===== src/rtl/ysyx_041514_pipe_ctrl.sv =====
// ysyx_041514_pipe_ctrl: pipeline stall/flush/redirect controller.
// Defining YSYX_041514_STALL_WATCHDOG_EN adds a sticky stall watchdog (WDT_LIMIT cycles).
module ysyx_041514_pipe_ctrl #(
  parameter int unsigned WDT_LIMIT = 65535
) (
  input  logic        clk,
  input  logic        rst,
  input  logic        if_stall_req_i,
  input  logic        id_stall_req_i,
  input  logic        ex_stall_req_i,
  input  logic        mem_stall_req_i,
  input  logic        ex_redirect_valid_i,
  input  logic [63:0] ex_redirect_pc_i,
  input  logic        trap_valid_i,
  input  logic [63:0] trap_pc_i,
  input  logic        icache_busy_i,
  output logic [5:0]  stall_valid_o,
  output logic [5:0]  flush_valid_o,
  output logic        redirect_valid_o,
  output logic [63:0] redirect_pc_o,
  output logic        wdt_timeout_o
);
  typedef enum logic [1:0] {RUN, DRAIN, FLUSH} state_t;
  state_t state, state_nxt;
  logic [63:0] pc_q;
  logic [3:0] req;
  logic [5:0] base_stall, bubble, ev_flush, stall, flush;
  logic run, ex_ev, ev, redirect;
  assign run = state == RUN;
  assign ex_ev = ex_redirect_valid_i && run;
  assign ev = trap_valid_i || ex_ev;
  // IF requests only matter in RUN; while redirecting, the PC/IF pair is owned by the FSM
  assign req = {mem_stall_req_i, ex_stall_req_i, id_stall_req_i, if_stall_req_i && run};
  always_comb begin
    base_stall = req[3] ? 6'b011111 : req[2] ? 6'b001111 : req[1] ? 6'b000111 : req[0] ? 6'b000011 : 6'b0;
    bubble = req[3] ? 6'b100000 : req[2] ? 6'b010000 : req[1] ? 6'b001000 : req[0] ? 6'b000100 : 6'b0;
    ev_flush = trap_valid_i ? 6'b011110 : ex_ev ? 6'b001110 : 6'b0;
    stall = run ? base_stall : base_stall & 6'b111100;
    flush = bubble | ev_flush;
    redirect = 1'b0;
    state_nxt = state;
    case (state)
      RUN: if (ev) begin
        stall[0] = 1'b1;
        state_nxt = icache_busy_i ? DRAIN : FLUSH;
      end
      DRAIN: begin
        stall[0] = 1'b1;
        flush[1] = 1'b1;
        state_nxt = (icache_busy_i || trap_valid_i) ? DRAIN : FLUSH;
      end
      FLUSH: begin
        flush[1] = 1'b1;
        stall[0] = trap_valid_i;
        redirect = !trap_valid_i;
        state_nxt = trap_valid_i ? (icache_busy_i ? DRAIN : FLUSH) : RUN;
      end
      default: state_nxt = RUN;
    endcase
  end
  always_ff @(posedge clk) begin
    if (rst) begin
      state <= RUN;
      pc_q <= 64'h0;
    end else begin
      state <= state_nxt;
      if (ev) pc_q <= trap_valid_i ? trap_pc_i : ex_redirect_pc_i;
    end
  end
  assign stall_valid_o = rst ? 6'b0 : stall;
  assign flush_valid_o = rst ? 6'b0 : flush;
  assign redirect_valid_o = !rst && redirect;
  assign redirect_pc_o = rst ? 64'h0 : pc_q;
`ifdef YSYX_041514_STALL_WATCHDOG_EN
  logic [31:0] wdt_cnt;
  logic wdt_q;
  always_ff @(posedge clk) begin
    if (rst) begin
      wdt_cnt <= 32'h0;
      wdt_q <= 1'b0;
    end else begin
      wdt_cnt <= stall[0] ? wdt_cnt + 32'd1 : 32'h0;
      if (stall[0] && wdt_cnt + 32'd1 >= WDT_LIMIT) wdt_q <= 1'b1;
    end
  end
  assign wdt_timeout_o = wdt_q && !rst;
`else
  logic [31:0] unused_wdt_limit;
  assign unused_wdt_limit = WDT_LIMIT;
  assign wdt_timeout_o = 1'b0;
`endif
endmodule


===== config.mk =====
export PLATFORM = sky130hd
export DESIGN_NAME = ysyx_041514_pipe_ctrl
export DESIGN_NICKNAME = d
export VERILOG_FILES = /design/src/rtl/ysyx_041514_pipe_ctrl.sv
export SDC_FILE = /design/constraint.sdc
export NUM_CORES = 1
export LEC_CHECK = 0
export CAP_MARGIN = 20
export CORE_MARGIN = 4
export CORE_UTILIZATION = 39
export CTS_BUF_LIST = sky130_fd_sc_hd__clkbuf_2 sky130_fd_sc_hd__clkbuf_4 sky130_fd_sc_hd__clkbuf_8
export CTS_CLUSTER_DIAMETER = 40
export CTS_CLUSTER_SIZE = 25
export DETAILED_ROUTE_END_ITERATION = 10
export GPL_ROUTABILITY_DRIVEN = 0
export PLACE_DENSITY = 0.87
export SYNTH_ARGS = -nofsm -noshare
export SYNTH_HDL_FRONTEND = slang
export SYNTH_SLANG_ARGS = --single-unit

===== constraint.sdc =====
create_clock -name clk -period 2.06 [get_ports clk]
set_input_delay 0.206 -clock clk [delete_from_list [all_inputs] [get_ports clk]]
set_output_delay 0.206 -clock clk [all_outputs]
set_load 0.01 [all_outputs]

# After elaboration in Yosys (flattened, before gate mapping)
# Index checks and enable logic that the tools add are counted.
# word_totals
regBits	66
input_bits	137
output_inout_bits	78
word_cells	39
# op_classes
n_eq_ne	3
muxes	24
n_bitwise	1
n_reduce_logical	9
# op_table
operator	n
two-way mux 64 bit	2
two-way mux 5 bit	4
two-way mux 2 bit	6
two-way mux 4 bit	3
two-way mux 6 bit	2
two-way mux 3 bit	2
bitwise OR 6 x 5 -> 6 bit	1
case mux 2 bit (3 select lines)	1
logical AND 1 bit	3
two-way mux 1 bit	3
case mux 1 bit (3 select lines)	1
== test 2 x 1 -> 1 bit, second input constant	1
== test 2 bit, second input constant	1
zero test 1 bit	2
zero test 2 bit	1
logical OR 1 bit	2
inequality test 2 x 1 -> 1 bit, second input constant	1
OR reduction 2 bit	1

# Logic depth before layout (Yosys ltp)
# Gate-level depths: netlist of run 1.
# logic_depth
depth_word	10
mapped_depth	8

# Worst setup path after synthesis of run 1
# OpenSTA, ideal clock, no wires.
# synth_path
kind	register to output
start	register state[0]
end	output port flush_valid_o[3]
arrival_time_ns	1.400
setup_slack_ns	0.454
path_stages_with_launch	9
path_buffers	3
cell_sequence	dfxtp_1 > inv_1 > ha_1 > a21o_1 > buf_2 > buf_6 > buf_6 > a21oi_1 > nor2_1
# synth_via
elab_chain_len	6
# synth_lines
item	line	rtl
from (decl)	24	state_t state, state_nxt;
from (signal assigned)	66	state <= state_nxt;
zero test 2 bit	29	assign run = state == RUN;
logical AND 1 bit	30	assign ex_ev = ex_redirect_valid_i && run;
two-way mux 4 bit	37	ev_flush = trap_valid_i ? 6'b011110 : ex_ev ? 6'b001110 : 6'b0;
two-way mux 5 bit	37	
bitwise OR 6 x 5 -> 6 bit	39	flush = bubble | ev_flush;
two-way mux 6 bit	71	assign flush_valid_o = rst ? 6'b0 : flush;
to (decl)	18	output logic [5:0] flush_valid_o,
# No other way between the ends.

# Final worst setup path of run 1
# layout_path
start	register state[0]
end	output port redirect_valid_o
# layout_via
elab_chain_len	3
# layout_lines
item	line	rtl
== test 2 bit	42	case (state)
two-way mux 1 bit	42	
logical AND 1 bit	72	assign redirect_valid_o = !rst && redirect;
to (decl)	19	output logic redirect_valid_o,
# No other way between the ends.

==> impl_metrics.env, run 1 <==
export IMPL_first_global_vias=3683
export IMPL_cts_tree="built"
export IMPL_reg2reg_slack_ps=270
export IMPL_ys_seq_area_share_pct=34.1
export IMPL_start_util_pct=39.9
export IMPL_p_leak_nw=2.48
export IMPL_wl_per_cell_um=14.9
export IMPL_avgSynthCellArea_um2=9.58
export IMPL_critical_path_class="reg2out"
export IMPL_rows=36
export IMPL_synth_largest_area_cell="dfxtp_1"
export IMPL_power_frac_comb_pct=31.6
export IMPL_die_w_um=108
export IMPL_vias=3594
export IMPL_drive_above_1_share_pct=14.9
export IMPL_area_growth_pct=60.4
export IMPL_fin_area_um2=6220
export IMPL_viasPerCell=4.91
export IMPL_r2r_start="state[0]$_SDFFE_PP0P_"
export IMPL_seqPwrFrac_pct=39.5
export IMPL_numCtsBuffers=9
export IMPL_fill_cells=809
export IMPL_synth_area_um2=3880
export IMPL_grt_max_degree=57
export IMPL_synth_seq_cells=66
export IMPL_grt_use_total_pct=18.2
export IMPL_antenna_found_initial=0
export IMPL_max_slew_margin_pct=58.0
export IMPL_hold_start="rst"
export IMPL_startpoint_type="flip-flop"
export IMPL_setup_tns_final_ps=0
export IMPL_dp_slack_ps=77.0
export IMPL_io_pins=215
export IMPL_cts_setup_buffers=0
export IMPL_tightest_slew_ps=631
export IMPL_power_mw=3.73
export IMPL_synth_top_area_share_pct=34.1
export IMPL_wirelength_mm=10.9
export IMPL_yosys_warnings=0
export IMPL_max_cap_violations=0
export IMPL_crit_fanout=4
export IMPL_fin_nets=736
export IMPL_syn_inst=405
export IMPL_htreeDepth=3
export IMPL_clk_latency_ps=340
export IMPL_gr_total_overflow=0
export IMPL_cts_sinks=66
export IMPL_setup_violations_final=0
export IMPL_end_kind="output port"
export IMPL_dpl_hpwl_mm=8.41
export IMPL_finalMaxSlewViolations=0
export IMPL_r2r_end="pc_q[46]$_SDFFE_PP0P_"
export IMPL_cp_arrival_ps=1740
export IMPL_place_area_um2=6000
export IMPL_whs_endpoint="pc_q[15]$_SDFFE_PP0P_"
export IMPL_dr_first_iter_drc_count=159
export IMPL_fmax_ghz=0.515
export IMPL_rsz0062_at_grt="false"
export IMPL_diodes=0
export IMPL_peakVddDrop_v=0.000321
export IMPL_finalWorstSetupSlack_ps=117
export IMPL_core_area_um2=9730
export IMPL_ff2ff_path_depth=6
export IMPL_fin_crit_ps=1940
export IMPL_ys_types=27
export IMPL_ant_nets=0
export IMPL_status="finished, final reports clean"
export IMPL_cts_root_buffer="clkbuf_8"
export IMPL_fin_crit_sh_pct=94.3
export IMPL_die_area_um2=11600
export IMPL_drc=0
export IMPL_worstHoldPathCells=2
export IMPL_final_hold_viol_count=0
export IMPL_portBuffers=211
export IMPL_grt_first_pass_wirelength_mm=16.8
export IMPL_fin_skew_ps=7.75
export IMPL_required_ps=1850
export IMPL_clockBufferDepth=2
export IMPL_swShare_pct=27.9
export IMPL_drt_pass1_iterations=4
export IMPL_die_h_um=108
export IMPL_switchingPower_mw=1.04
export IMPL_p_clk_share_pct=28.9
export IMPL_hp_class="in2reg"
export IMPL_cp_startpoint="state[0]$_SDFFE_PP0P_"
export IMPL_p_per_area_nw_per_um2=600
export IMPL_cts_clk_slew_worst_paths_ps=70
export IMPL_intPower_mw=2.69
export IMPL_timing_hold_ws_ps=236
export IMPL_synth_area_top_cells="dfxtp_1 34%, a211oi_2 19%, mux2i_1 17%"
[how the worst max path moves through the flow]
stage / cells past startpoint / slack [ps] / to
2_1_floorplan: 8 / 450 / flush_valid_o[3]
3_3_place_gp: 5 / 150 / stall_valid_o[0]
3_5_place_dp: 5 / 80 / stall_valid_o[0]
4_1_cts: 6 / 5 / flush_valid_o[1]
5_1_grt: 4 / 30 / redirect_valid_o
6_report: 4 / 120 / redirect_valid_o
[stage by stage]
stage,instances,utilization (%)
floorplan,407,-
global placement,717,61.7
detailed placement,717,61.7
CTS,732,63.9
global route,732,63.9
finish,732,63.9
[cells by family (layout without fill, tap and decap cells)]
| family | count (synthesis) | count (layout) | share of synthesized area [%] |
|---|---|---|---|
| AOI/OAI and AO/OA | 76 | 76 | 21.8 |
| adders and majority gates | 4 | 4 | 1.29 |
| buffers and inverters | 45 | 237 | 7.06 |
| DFF | 66 | 66 | 34.1 |
| muxes | 64 | 64 | 16.5 |
| other | 1 | 3 | 0.0967 |
| and+or+nand+nor | 149 | 149 | 19.2 |
[final cells by class]
cell class              count  area, um2  area share, %
multi-input cells         296       2320           37.3
repair buffers            219       2210           35.5
flip-flops and latches     66       1320           21.3
well taps                 133        166           2.68
clock buffers              12        153           2.45
clock inverters             3       40.0          0.644
inverters                   3       11.3          0.181
[worst max-delay path, stage by stage, from the launching register on]
cell and delay (ps):
dfxtp_2 340, inv_1 120, ha_1 180, nor3b_1 170
clkdlybuf4s50_1 590
[sequential cells by signal, summed over array words and instances, names as in the netlist]
name	count
pc_q	64
state	2
[metal layers]
metal	vias to the layer above	global-route usage, %	wire length (um)
met5	-	0	0
li1	1769	-	-
met2	154	32.7	5530
met1	1643	19.2	4160
met4	0	8.57	286
met3	28	5.52	972
[cells in the final DEF, fill, tap and decap left out, drive strengths merged]
| cell | synthesis | layout |
|---|---|---|
| nor3b | 3 | 3 |
| dfxtp | 66 | 66 |
| clkdlybuf4s50 | 0 | 204 |
| nand2 | 1 | 1 |
| mux2i | 64 | 64 |
| ha | 4 | 4 |
| nand3b | 1 | 1 |
| nor3 | 1 | 1 |
| a31oi | 1 | 1 |
| o221ai | 1 | 1 |
| clkinv | 0 | 2 |
| nor2 | 76 | 76 |
| inv | 3 | 3 |
| dlygate4sd2 | 0 | 3 |
| a21oi | 4 | 4 |
| a211oi | 64 | 64 |
| nand2b | 1 | 1 |
| bufinv | 0 | 1 |
| nor2b | 65 | 65 |
| conb | 1 | 3 |
| clkbuf | 4 | 12 |
| buf | 38 | 10 |
| o21a | 1 | 1 |
| o21bai | 1 | 1 |
| nor4 | 1 | 1 |
| a21o | 2 | 2 |
| o21ai | 2 | 2 |
| dlymetal6s2s | 0 | 2 |
[cells in the mapped netlist]
cell type,n
nor4_1,1
nand3b_1,1
nor3_1,1
buf_4,5
inv_1,3
buf_2,15
nor2b_1,65
nor2_1,76
buf_6,9
o221ai_1,1
mux2i_1,64
o21ai_1,2
a211oi_1,6
buf_1,9
a31oi_1,1
o21a_1,1
clkbuf_1,4
a211oi_2,58
dfxtp_1,66
a21oi_1,4
nor3b_1,3
nand2b_1,1
conb_1,1
ha_1,4
o21bai_1,1
nand2_1,1
a21o_1,2
[power groups by stage]
stage               logic, mW  clock network [mW]  registers (mW)
finish                   1.18                1.08            1.48
global route             1.28                1.16            1.49
CTS                      1.20                1.12            1.48
detailed placement       1.18                   0            1.50
global placement         1.15                   0            1.49
floorplan               0.666                   0            1.49
[timing repair]
action                     4_1_cts  5_1_grt
resized for setup                9        2
hold buffers                     0        0
setup endpoints to repair        5        2
Note: power is estimated with default switching activity, not from simulation.
==> run 2: changes to the inputs <==
--- a/config.mk
+++ b/config.mk
@@ -14,6 +14,7 @@
 export DETAILED_ROUTE_END_ITERATION = 10
 export GPL_ROUTABILITY_DRIVEN = 0
 export PLACE_DENSITY = 0.87
+export REMOVE_ABC_BUFFERS = 1
 export SYNTH_ARGS = -nofsm -noshare
 export SYNTH_HDL_FRONTEND = slang
 export SYNTH_SLANG_ARGS = --single-unit
==> constraint.sdc (replaced) <==
create_clock -name clk -period 2.15 [get_ports clk]
set_input_delay 0.215 -clock clk [delete_from_list [all_inputs] [get_ports clk]]
set_output_delay 0.215 -clock clk [all_outputs]
set_load 0.01 [all_outputs]
==> run 2 against run 1 <==
Net effect:
- count of clock-buffer cells in the layout fell by 1
- sequential share of layout area rose by 0.064 points
- cell count did not move
- hold slack improved by 40 ps
- combinational power fell by 5%
- total power fell by 4.3%
- die area did not move
- core utilization fell by 0.19 points
- final area fell by 0.30%
- clock power fell by 4%
- largest power group unchanged
==> impl_metrics.env, run 2 (synthesis results as in run 1) <==
export IMPL_diodes=0
export IMPL_status="finished, final reports clean"
export IMPL_drive_above_1_share_pct=14.9
export IMPL_dr_first_iter_drc_count=155
export IMPL_clockBufferDepth=2
export IMPL_max_cap_violations=0
export IMPL_vias=3544
export IMPL_htreeDepth=3
export IMPL_intPower_mw=2.57
export IMPL_tightest_slew_ps=652
export IMPL_grt_use_total_pct=17.1
export IMPL_p_per_area_nw_per_um2=576
export IMPL_fmax_ghz=0.492
export IMPL_fill_cells=821
export IMPL_crit_chain="inv_1 > ha_2 > a21o_4 > nor2_1 > nor2_1 > clkdlybuf4s50_1"
export IMPL_max_slew_margin_pct=56.5
export IMPL_fin_crit_ps=2030
export IMPL_p_clk_share_pct=29.1
export IMPL_hp_class="in2reg"
export IMPL_peakVddDrop_v=0.000286
export IMPL_antenna_found_initial=0
export IMPL_die_area_um2=11600
export IMPL_setup_violations_final=0
export IMPL_reg2reg_slack_ps=370
export IMPL_cts_tree="built"
export IMPL_fin_crit_sh_pct=94.5
export IMPL_cts_clk_slew_worst_paths_ps=80
export IMPL_core_area_um2=9730
export IMPL_wirelength_mm=10.5
export IMPL_drt_pass1_iterations=4
export IMPL_final_cells=732
export IMPL_start_util_pct=39.9
export IMPL_wl_met2_mm=5.54
export IMPL_switchingPower_mw=1.01
export IMPL_crit_fanout=6
export IMPL_wl_met3_um=811
export IMPL_startpoint_type="flip-flop"
export IMPL_ff2ff_path_depth=6
export IMPL_drc=0
export IMPL_critical_path_class="reg2out"
export IMPL_final_common_cell="clkdlybuf4s50_1"
export IMPL_ant_nets=0
export IMPL_wl_per_cell_um=14.4
export IMPL_seqPwrFrac_pct=39.5
export IMPL_cp_common_cell="nor2_1"
export IMPL_highest_layer="met4"
export IMPL_reg_top3="pc_q: 64 flops, state: 2 flops"
export IMPL_fin_util_pct=63.7
export IMPL_p_leak_nw=2.44
export IMPL_finalMaxSlewViolations=0
export IMPL_power_frac_comb_pct=31.4
export IMPL_dp_cells=717
export IMPL_clk_latency_ps=330
export IMPL_cp_arrival_ps=1820
export IMPL_swShare_pct=28.2
export IMPL_grt_first_pass_wirelength_mm=16.3
export IMPL_fin_nets=736
export IMPL_cts_root_buffer="clkbuf_8"
export IMPL_die_h_um=108
export IMPL_portBuffers=211
export IMPL_grt_max_degree=129
export IMPL_regMostFlops="pc_q"
export IMPL_r2r_start="state[0]$_SDFFE_PP0P_"
export IMPL_cp_slowest_stage_delay_ps=490
export IMPL_cp_slowest_cell="clkdlybuf4s50_1"
export IMPL_first_global_vias=3548
export IMPL_dpl_hpwl_mm=8.14
export IMPL_die_w_um=108
export IMPL_required_ps=1930
export IMPL_power_mw=3.57
export IMPL_io_pins=215
export IMPL_most_common_layout_cells="206 x clkdlybuf4s50_1, 76 x nor2_1, 65 x nor2b_1, 64 x mux2i_1, 64 x dfxtp_1"
export IMPL_fin_skew_ps=9.27
export IMPL_numCtsBuffers=9
export IMPL_endpoint="flush_valid_o[1]"
export IMPL_largest_register_ffs=64
export IMPL_cts_sinks=66
export IMPL_rsz0062_at_grt="false"
export IMPL_end_kind="output port"
export IMPL_final_hold_viol_count=0
export IMPL_cp_startpoint="state[0]$_SDFFE_PP0P_"
export IMPL_wl_met1_mm=4.09
export IMPL_timing_hold_ws_ps=276
export IMPL_rows=36
export IMPL_viasPerCell=4.84
export IMPL_ctsHoldBuffers=0
export IMPL_gr_total_overflow=0
export IMPL_area_growth_pct=59.9
export IMPL_r2r_end="pc_q[36]$_SDFFE_PP0P_"
==> run 2: changes by cell type in the layout (fill, tap and decap cells not counted), sizes merged <==
cell,delta
clkbuf,-1
clkdlybuf4s50,+2
clkinv,-2
clkinvlp,+3
dlygate4sd2,-1
dlymetal6s2s,-1
==> run 2: worst min path at each step <==
stage                                     start                    end  depth (start not counted)  slack (ps)
after floorplan                             rst   pc_q[0]$_SDFFE_PP0P_                          1         280
after global placement    state[1]$_SDFFE_PP0P_  state[1]$_SDFFE_PP0P_                          2         480
after detailed placement  pc_q[31]$_SDFFE_PP0P_  pc_q[31]$_SDFFE_PP0P_                          2         490
after CTS                          trap_valid_i  state[1]$_SDFFE_PP0P_                          4         250
after global routing                        rst  pc_q[45]$_SDFFE_PP0P_                          2         270
final                                       rst  pc_q[45]$_SDFFE_PP0P_                          2         280
==> run 2: final cells by class <==
type	instances	area, um2	area share (%)
inverters	3	11.3	0.182
clock buffers	11	145	2.34
multi-input cells	296	2310	37.2
clock inverters	4	52.6	0.847
well taps	133	166	2.68
repair buffers	219	2190	35.4
flip-flops and latches	66	1320	21.3
==> run 2: what timing repair did <==
item	in CTS	in global routing
gates resized for setup	7	1
pin swaps	0	0
endpoints found under the setup margin	4	1
buffers inserted	0	0
==> run 2: metrics by stage <==
stage | setup slack [ps] | instance area (um2) | setup TNS, ps
finish | 117 | 6200 | 0
global route | 26.2 | 6200 | 0
CTS | 40.4 | 6200 | 0
detailed placement | 114 | 5990 | 0
global placement | 213 | 5990 | 0
floorplan | -1730 | 3620 | -112060
==> run 2: critical path: cells and delay by family, from the launching register on <==
family,cells,cell delay (ps)
DFF,1,360
adders and majority gates,1,220
buffers and inverters,2,560
AOI/OAI and AO/OA,1,230
and+or+nand+nor,2,130
==> run 2: layer usage <==
metal,GRT usage [%],up-vias
met5,0,-
met3,4.14,9
met1,19.2,1638
met4,4.96,0
li1,-,1773
met2,31.8,124
==> run 2: power by group through the flow <==
stage	Combinational [mW]	Sequential, mW	Clock [mW]
after floorplan	0.541	1.42	0
after global placement	1.10	1.43	0
after detailed placement	1.13	1.44	0
after CTS	1.14	1.41	1.08
after global routing	1.21	1.43	1.12
final	1.12	1.41	1.04
